`src/rtl/muldiv_unit_pkg.sv`:
```
// Shared definitions for the iterative multiply/divide unit: FSM states, the
// M-extension funct3/funct7 codes and operand signedness helpers.
package muldiv_unit_pkg;

   typedef enum logic [1:0] {
      ST_IDLE = 2'd0,
      ST_BUSY = 2'd1,
      ST_DONE = 2'd2
   } state_e;

   localparam logic [6:0] FUNCT7_M_DEFAULT = 7'b0000001;

   localparam logic [2:0] F3_MUL    = 3'b000;
   localparam logic [2:0] F3_MULH   = 3'b001;
   localparam logic [2:0] F3_MULHSU = 3'b010;
   localparam logic [2:0] F3_MULHU  = 3'b011;
   localparam logic [2:0] F3_DIV    = 3'b100;
   localparam logic [2:0] F3_DIVU   = 3'b101;
   localparam logic [2:0] F3_REM    = 3'b110;
   localparam logic [2:0] F3_REMU   = 3'b111;

   function automatic logic signedA(input logic [2:0] f3);
      return (f3 == F3_MUL) || (f3 == F3_MULH) || (f3 == F3_MULHSU) ||
             (f3 == F3_DIV) || (f3 == F3_REM);
   endfunction

   function automatic logic signedB(input logic [2:0] f3);
      return (f3 == F3_MUL) || (f3 == F3_MULH) ||
             (f3 == F3_DIV) || (f3 == F3_REM);
   endfunction

endpackage

```
`src/rtl/muldiv_unit_if.sv`:
```
// Request/result handshake bundle of the multiply/divide unit; signal suffixes
// are named from the unit's point of view.
interface muldiv_unit_if #(
   parameter int XLEN = 32
);
   logic            valid_i;
   logic            ready_o;
   logic [2:0]      funct3_i;
   logic [6:0]      funct7_i;
   logic [XLEN-1:0] rs1_i;
   logic [XLEN-1:0] rs2_i;
   logic            flush_i;
   logic            result_valid_o;
   logic            result_ready_i;
   logic [XLEN-1:0] result_o;
   logic            illegal_o;

   modport master (
      output valid_i, funct3_i, funct7_i, rs1_i, rs2_i, flush_i, result_ready_i,
      input  ready_o, result_valid_o, result_o, illegal_o
   );

   modport slave (
      input  valid_i, funct3_i, funct7_i, rs1_i, rs2_i, flush_i, result_ready_i,
      output ready_o, result_valid_o, result_o, illegal_o
   );
endinterface

```
`src/rtl/muldiv_step.sv`:
```
// One radix-2 iteration on operand magnitudes: shift-add multiply step or
// restoring divide step, selected by isDiv_i.
module muldiv_step #(
   parameter int XLEN = 32
) (
   input  logic            isDiv_i,
   input  logic [XLEN-1:0] hi_i,
   input  logic [XLEN-1:0] lo_i,
   input  logic [XLEN-1:0] b_i,
   output logic [XLEN-1:0] hi_o,
   output logic [XLEN-1:0] lo_o
);

   logic [XLEN:0]   addend;
   logic [XLEN:0]   sum;
   logic [XLEN:0]   remShift;
   logic [XLEN-1:0] diff;

   // Divide: hi holds the partial remainder, lo shifts the dividend out and the
   // quotient in. The remainder stays below b, so diff fits in XLEN bits.
   // Multiply: hi accumulates, the product shifts down through lo.
   always_comb begin
      hi_o     = hi_i;
      lo_o     = lo_i;
      addend   = '0;
      sum      = '0;
      remShift = '0;
      diff     = '0;
      if (isDiv_i) begin
         remShift = {hi_i, lo_i[XLEN-1]};
         diff     = remShift[XLEN-1:0] - b_i;
         if (remShift >= {1'b0, b_i}) begin
            hi_o = diff;
            lo_o = {lo_i[XLEN-2:0], 1'b1};
         end else begin
            hi_o = remShift[XLEN-1:0];
            lo_o = {lo_i[XLEN-2:0], 1'b0};
         end
      end else begin
         addend = lo_i[0] ? {1'b0, b_i} : '0;
         sum    = {1'b0, hi_i} + addend;
         hi_o   = sum[XLEN:1];
         lo_o   = {sum[0], lo_i[XLEN-1:1]};
      end
   end

endmodule

```
`src/rtl/muldiv_unit.sv`:
```
// Iterative RISC-V M-extension unit: XLEN-cycle multiply/divide on magnitudes
// with sign correction, single-cycle special cases and a held result handshake.
module muldiv_unit
   import muldiv_unit_pkg::*;
#(
   parameter int         XLEN     = 32,
   parameter logic [6:0] FUNCT7_M = FUNCT7_M_DEFAULT
) (
   input  logic         clk_i,
   input  logic         rst_ni,
   muldiv_unit_if.slave bus
);

   localparam int CW = $clog2(XLEN);
   localparam logic [XLEN-1:0] MOST_NEG = {1'b1, {(XLEN-1){1'b0}}};
   localparam logic [XLEN-1:0] ALL_ONES = '1;

   state_e          state_q, state_d;
   logic [CW-1:0]   cnt_q, cnt_d;
   logic [2:0]      op_q, op_d;
   logic            negRes_q, negRes_d;
   logic            illegal_q, illegal_d;
   logic [XLEN-1:0] hi_q, hi_d;
   logic [XLEN-1:0] lo_q, lo_d;
   logic [XLEN-1:0] b_q, b_d;
   logic [XLEN-1:0] res_q, res_d;

   logic [XLEN-1:0] stepHi, stepLo;
   logic            aNeg, bNeg;
   logic [XLEN-1:0] absA, absB;
   logic            isDivOp, isSignedDivOp;
   logic [2*XLEN-1:0] prodMag, prodFinal;
   logic [XLEN-1:0] quoFinal, remFinal, finalRes;

   muldiv_step #(.XLEN(XLEN)) u_step (
      .isDiv_i (op_q[2]),
      .hi_i    (hi_q),
      .lo_i    (lo_q),
      .b_i     (b_q),
      .hi_o    (stepHi),
      .lo_o    (stepLo)
   );

   assign aNeg          = signedA(bus.funct3_i) & bus.rs1_i[XLEN-1];
   assign bNeg          = signedB(bus.funct3_i) & bus.rs2_i[XLEN-1];
   assign absA          = aNeg ? -bus.rs1_i : bus.rs1_i;
   assign absB          = bNeg ? -bus.rs2_i : bus.rs2_i;
   assign isDivOp       = bus.funct3_i[2];
   assign isSignedDivOp = (bus.funct3_i == F3_DIV) || (bus.funct3_i == F3_REM);

   // Sign correction applied to the output of the final iteration, so the
   // corrected result can be captured on the edge that enters DONE.
   assign prodMag   = {stepHi, stepLo};
   assign prodFinal = negRes_q ? -prodMag : prodMag;
   assign quoFinal  = negRes_q ? -stepLo : stepLo;
   assign remFinal  = negRes_q ? -stepHi : stepHi;

   always_comb begin
      finalRes = '0;
      case (op_q)
         F3_MUL:                       finalRes = prodFinal[XLEN-1:0];
         F3_MULH, F3_MULHSU, F3_MULHU: finalRes = prodFinal[2*XLEN-1:XLEN];
         F3_DIV, F3_DIVU:              finalRes = quoFinal;
         default:                      finalRes = remFinal;
      endcase
   end

   always_ff @(posedge clk_i or negedge rst_ni) begin
      if (!rst_ni) begin
         state_q   <= ST_IDLE;
         cnt_q     <= '0;
         op_q      <= '0;
         negRes_q  <= 1'b0;
         illegal_q <= 1'b0;
         hi_q      <= '0;
         lo_q      <= '0;
         b_q       <= '0;
         res_q     <= '0;
      end else begin
         state_q   <= state_d;
         cnt_q     <= cnt_d;
         op_q      <= op_d;
         negRes_q  <= negRes_d;
         illegal_q <= illegal_d;
         hi_q      <= hi_d;
         lo_q      <= lo_d;
         b_q       <= b_d;
         res_q     <= res_d;
      end
   end

   // Multiply and divide load identically: hi cleared, |a| in lo, |b| in b.
   // Flush beats both accept and the result handshake.
   always_comb begin
      state_d   = state_q;
      cnt_d     = cnt_q;
      op_d      = op_q;
      negRes_d  = negRes_q;
      illegal_d = illegal_q;
      hi_d      = hi_q;
      lo_d      = lo_q;
      b_d       = b_q;
      res_d     = res_q;
      if (bus.flush_i) begin
         state_d   = ST_IDLE;
         res_d     = '0;
         illegal_d = 1'b0;
      end else begin
         case (state_q)
            ST_IDLE: begin
               if (bus.valid_i) begin
                  op_d      = bus.funct3_i;
                  illegal_d = 1'b0;
                  res_d     = '0;
                  if (bus.funct7_i != FUNCT7_M) begin
                     illegal_d = 1'b1;
                     state_d   = ST_DONE;
                  end else if (isDivOp && (bus.rs2_i == '0)) begin
                     res_d   = bus.funct3_i[1] ? bus.rs1_i : ALL_ONES;
                     state_d = ST_DONE;
                  end else if (isSignedDivOp && (bus.rs1_i == MOST_NEG) &&
                               (bus.rs2_i == ALL_ONES)) begin
                     res_d   = bus.funct3_i[1] ? '0 : bus.rs1_i;
                     state_d = ST_DONE;
                  end else begin
                     state_d  = ST_BUSY;
                     cnt_d    = CW'(XLEN - 1);
                     negRes_d = (bus.funct3_i == F3_REM) ? aNeg : (aNeg ^ bNeg);
                     hi_d     = '0;
                     lo_d     = absA;
                     b_d      = absB;
                  end
               end
            end
            ST_BUSY: begin
               hi_d = stepHi;
               lo_d = stepLo;
               if (cnt_q == '0) begin
                  state_d = ST_DONE;
                  res_d   = finalRes;
               end else begin
                  cnt_d = cnt_q - CW'(1);
               end
            end
            ST_DONE: begin
               if (bus.result_ready_i) begin
                  state_d = ST_IDLE;
               end
            end
            default: state_d = ST_IDLE;
         endcase
      end
   end

   assign bus.ready_o        = (state_q == ST_IDLE);
   assign bus.result_valid_o = (state_q == ST_DONE);
   assign bus.result_o       = (state_q == ST_DONE) ? res_q : '0;
   assign bus.illegal_o      = (state_q == ST_DONE) & illegal_q;

endmodule

```
`src/flat_wrapper.sv`:
```
// flat-port wrapper written by rule: the top's interface ports become plain ports
module muldiv_unit_flat import muldiv_unit_pkg::*;
#(
   parameter int         XLEN     = 32,
   parameter logic [6:0] FUNCT7_M = FUNCT7_M_DEFAULT
)
  (clk_i, rst_ni, bus_valid_i, bus_funct3_i, bus_funct7_i, bus_rs1_i, bus_rs2_i, bus_flush_i, bus_result_ready_i, bus_ready_o, bus_result_valid_o, bus_result_o, bus_illegal_o);
  muldiv_unit_if #(.XLEN(XLEN)) bus_i ();
  input  logic clk_i;
  input  logic rst_ni;
  input wire logic [$bits(bus_i.valid_i)-1:0] bus_valid_i;
  input wire logic [$bits(bus_i.funct3_i)-1:0] bus_funct3_i;
  input wire logic [$bits(bus_i.funct7_i)-1:0] bus_funct7_i;
  input wire logic [$bits(bus_i.rs1_i)-1:0] bus_rs1_i;
  input wire logic [$bits(bus_i.rs2_i)-1:0] bus_rs2_i;
  input wire logic [$bits(bus_i.flush_i)-1:0] bus_flush_i;
  input wire logic [$bits(bus_i.result_ready_i)-1:0] bus_result_ready_i;
  output wire logic [$bits(bus_i.ready_o)-1:0] bus_ready_o;
  output wire logic [$bits(bus_i.result_valid_o)-1:0] bus_result_valid_o;
  output wire logic [$bits(bus_i.result_o)-1:0] bus_result_o;
  output wire logic [$bits(bus_i.illegal_o)-1:0] bus_illegal_o;
  assign bus_i.valid_i = bus_valid_i;
  assign bus_i.funct3_i = bus_funct3_i;
  assign bus_i.funct7_i = bus_funct7_i;
  assign bus_i.rs1_i = bus_rs1_i;
  assign bus_i.rs2_i = bus_rs2_i;
  assign bus_i.flush_i = bus_flush_i;
  assign bus_i.result_ready_i = bus_result_ready_i;
  assign bus_ready_o = bus_i.ready_o;
  assign bus_result_valid_o = bus_i.result_valid_o;
  assign bus_result_o = bus_i.result_o;
  assign bus_illegal_o = bus_i.illegal_o;
  muldiv_unit #(.XLEN(XLEN), .FUNCT7_M(FUNCT7_M)) u_core (.clk_i(clk_i), .rst_ni(rst_ni), .bus(bus_i));
endmodule
```
`config.mk`:
```
export PLATFORM = sky130hd
export DESIGN_NAME = muldiv_unit_flat
export DESIGN_NICKNAME = d
export VERILOG_FILES = /design/src/rtl/muldiv_unit_pkg.sv /design/src/rtl/muldiv_unit_if.sv /design/src/rtl/muldiv_step.sv /design/src/rtl/muldiv_unit.sv /design/src/flat_wrapper.sv
export SDC_FILE = /design/constraint.sdc
export NUM_CORES = 1
export LEC_CHECK = 0
export ABC_CLOCK_PERIOD_IN_PS = 7600
export BUFFER_PORTS_ARGS = -buffer_cell sky130_fd_sc_hd__buf_2
export CAP_MARGIN = 20
export CORE_MARGIN = 5
export CORE_UTILIZATION = 39
export CTS_BUF_LIST = sky130_fd_sc_hd__clkbuf_16
export DETAILED_ROUTE_END_ITERATION = 16
export SLEW_MARGIN = 30
export SYNTH_ARGS = -nofsm -noshare
export SYNTH_HDL_FRONTEND = slang
export SYNTH_SLANG_ARGS = --single-unit
```
`constraint.sdc`:
```
create_clock -name clk_i -period 7.6 [get_ports clk_i]
set_input_delay 1.14 -clock clk_i [delete_from_list [all_inputs] [get_ports clk_i]]
set_output_delay 1.14 -clock clk_i [all_outputs]
set_load 0.05 [all_outputs]
```
==> flow_summary.yaml <==
pwr:
  seq_power_share: 0.278
  irDropWorstVdd_v: 0.000232
  netSwitchingFraction: 0.418
  clkPwrFrac: 0.306
  leakagePower_nw: 7.39
  finalPower_mw: 3.01
  power_frac_comb: 0.416
  internal_power_mw: 1.75
  switchingPower_mw: 1.26
  power_density_mw_per_mm2: 174
clocking:
  path_clk_slew_ns: 0.07
  cts-root-buf: "clkbuf_16"
  postCtsResizedCells: 0
  postCtsSetupBuffers: 0
  cts_tree: "yes"
  cts.sinks: 140
  cts_hold_buf: 0
  clk_latency_ns: 0.47
  cts.path.max_buffers: 2
  cts_inserted_buffers: 17
  h-tree-depth: 4
worst_setup_path:
  critical_path_buf_inv_count: 0
  cpLargestDelayFamily: "compound AO/OA/AOI/OAI gates"
  crit_path_end_kind: "register"
  cp-start-kind: "register"
  cp_cell_sequence: "ha_1, a21oi_1, o21ai_0, and2_1, o31a_2, o31ai_1, a21boi_0, ha_1, o211ai_1, or3_1, nand2b_1, nand3b_1, o21ai_1, nand2b_1, nand2_1, or3_1, a31oi_1, o211ai_1"
  r2r_end: "u_core.res_q[20]"
  slowest_delay_ns: 0.68
  cp.required_ns: 7.92
  r2r_start: "u_core.hi_q[11]"
  cp.arrival_ns: 6.48
  path_max_fanout: 10
  rr_worst_depth: 18
  reg2reg_slack_ns: 1.45
  slowest_stage: "o21ai_1"
  path_class: "register to register"
yosys:
  synth_nets: 2236
  ys_seq_area_frac: 0.224
  ys_ff_latch: 140
  synthArstFlopShare: 1.00
  yosys.cell_types.count: 101
  synth_cells: 2084
  syn_area_per_cell_um2: 7.50
  synth_edf_count: 0
  syn_area_mm2: 0.0156
  synthFlopType: "dfrtp_1"
  ys_warn_count: 0
cells_and_area:
  areaGrowthSynthToFinish_pct: 10.6
  mostFrequentLayoutCells: "nand2_1 (210), o21ai_0 (201), a21oi_1 (178), nor2_1 (176), dfrtp_1 (138)"
  drive_gt1_frac: 0.123
  fin_nets: 2278
  n_fill_cell: 4113
  layout_commonest_cell: "nand2_1"
grt:
  top_usage_layer: "met2"
  overflow: 0
  grtUsageMet3: 0.0543
  use_met2: 0.437
  grt_pass1_wl_um: 99500
  antenna_found_initial: 3
  use_met1: 0.405
  grt_max_degree: 80
  grt_usage: 0.288
  grt_pass1_vias: 16200
floorplan:
  dieHeight_um: 210
  core_mm2: 0.0396
  num_rows: 73
  initial_utilization: 0.394
  fp.dieArea_mm2: 0.0442
  die_w_um: 210
  ioPinCount: 114
place:
  dp.final_hpwl_um: 50400
  gp_congestion: 0.970
  port_buffers: 113
routing:
  avgViaCountPerCell: 6.35
  totalWireLength_um: 65500
  post_drt_wl_per_cell_um: 24.6
  vias: 16900
  ant_nets: 0
  first_pass_iters: 5
  drc: 0
  drt_iter0_markers: 1916
sta:
  tightestPinTransition_ns: 1.09
  final_hold_viol_count: 0
  final-setup-viol-count: 0
  fmax_ghz: 0.162
  finalCritPeriodShare: 0.810
  period_minus_slack_ns: 6.15
  skew_ns: 0.0116
  slew_headroom: 0.270
  tns_ns: 0
  drv_slew: 0
  rsz0062_at_grt: "no"
worst_hold_path:
  min_path_cells: 2
  hold_path_class: "register to register"
  min_from: "u_core.res_q[17]"
  whs_endpoint: "u_core.res_q[17]"
flow_run:
  maxCapViolCount: 0
outcome:
  status: "finished, final reports clean"
## synthesized netlist by cell type, drive strengths merged (18+ instances only)
cell type    n  area (µm²)
o31ai       44         363
inv         66         248
o21a        22         165
xor2        63         552
a21o        24         180
nor2       179         672
o21ai      207        1040
or3         33         216
dfrtp      140        3500
nor2b       18         113
o211ai      37         278
nor4        21         138
nor3        59         300
and2        76         475
nand2b      23         144
nand2      212         798
nand3       24         125
ha          71         888
mux2i       42         420
clkbuf      95         358
a21oi      178         891
a31oi       27         169
nand4       37         250
mux2        20         225
xnor2       80         701
a22o        27         236
buf         29         153
## cells by family after synthesis
| family | count (synthesis) | share of synthesized area |
|---|---|---|
| buffers and inverters | 190 | 0.0485 |
| xor gates and xnor gates | 143 | 0.0802 |
| AOI/OAI and AO/OA | 719 | 0.302 |
| and+or+nand+nor | 757 | 0.244 |
| DFF | 140 | 0.224 |
| muxes | 62 | 0.0413 |
| adders and majority gates | 73 | 0.0594 |
## how the worst max path moves through the flow
stage                          startpoint          endpoint  slack, ns  depth (start not counted)
after floorplan           u_core.hi_q[11]  u_core.res_q[20]       2.35                         21
after global routing      u_core.hi_q[11]  u_core.res_q[20]       1.14                         18
after detailed placement  u_core.hi_q[11]  u_core.res_q[20]       1.64                         18
after global placement     u_core.lo_q[0]  u_core.res_q[30]       1.86                         15
final                     u_core.hi_q[11]  u_core.res_q[20]       1.45                         18
after CTS                 u_core.hi_q[11]  u_core.res_q[20]       1.63                         18
## final cells by class
class | instances | area, µm² | share of cell area
Clock buffer | 17 | 425 | 0.0246
Sequential cell | 140 | 3510 | 0.203
Clock inverter | 14 | 179 | 0.0104
Tap cell | 525 | 657 | 0.0380
Multi-Input combinational cell | 1754 | 11400 | 0.661
Inverter | 66 | 248 | 0.0143
Antenna cell | 1 | 2.50 | 0.000145
Timing Repair Buffer | 147 | 843 | 0.0488
## flip-flops by register name, summed over array words and instances, names as in the netlist
register / count
u_core.negRes_q: 1
u_core.state_q: 2
u_core.res_q: 32
u_core.b_q: 32
u_core.lo_q: 32
u_core.cnt_q: 5
u_core.hi_q: 32
u_core.illegal_q: 1
u_core.op_q: 3
## stage by stage
| stage | util | hold slack, ns | instance area [µm²] | std cells | worst slack, ns |
|---|---|---|---|---|---|
| 2_1_floorplan | - | 0.442 | 15600 | 2084 | 2.35 |
| 3_3_place_gp | 0.420 | 0.477 | 16600 | 2631 | 1.86 |
| 3_5_place_dp | 0.420 | 0.482 | 16700 | 2632 | 1.64 |
| 4_1_cts | 0.435 | 0.491 | 17300 | 2663 | 1.63 |
| 5_1_grt | 0.436 | 0.523 | 17300 | 2663 | 1.14 |
| 6_report | 0.436 | 0.497 | 17300 | 2664 | 1.45 |
## worst reg2reg max path: stages, from the launching register on
cell and delay, ns:
dfrtp_1 0.43, ha_1 0.40, a21oi_1 0.23, o21ai_0 0.29, and2_1 0.32, o31a_2 0.45
o31ai_1 0.32, a21boi_0 0.33, ha_1 0.24, o211ai_1 0.15, or3_1 0.50, nand2b_1 0.25
nand3b_1 0.22, o21ai_1 0.68, nand2b_1 0.42, nand2_1 0.15, or3_1 0.37, a31oi_1 0.17
o211ai_1 0.10
## routing by layer
layer  up-vias  part of all wire
li1       7743                 -
met1      8216              0.44
met2       798              0.44
met3       168             0.083
met4         4             0.043
met5         -           0.00041
## power by group through the flow
stage / Sequential [mW] / Combinational (mW) / Clock (mW)
floorplan: 0.817 / 0.837 / 0
CTS: 0.836 / 1.22 / 0.925
finish: 0.839 / 1.25 / 0.920
detailed placement: 0.850 / 1.21 / 0
global placement: 0.848 / 1.20 / 0
global route: 0.845 / 1.34 / 0.959
Note: power is estimated with default switching activity, not from simulation.
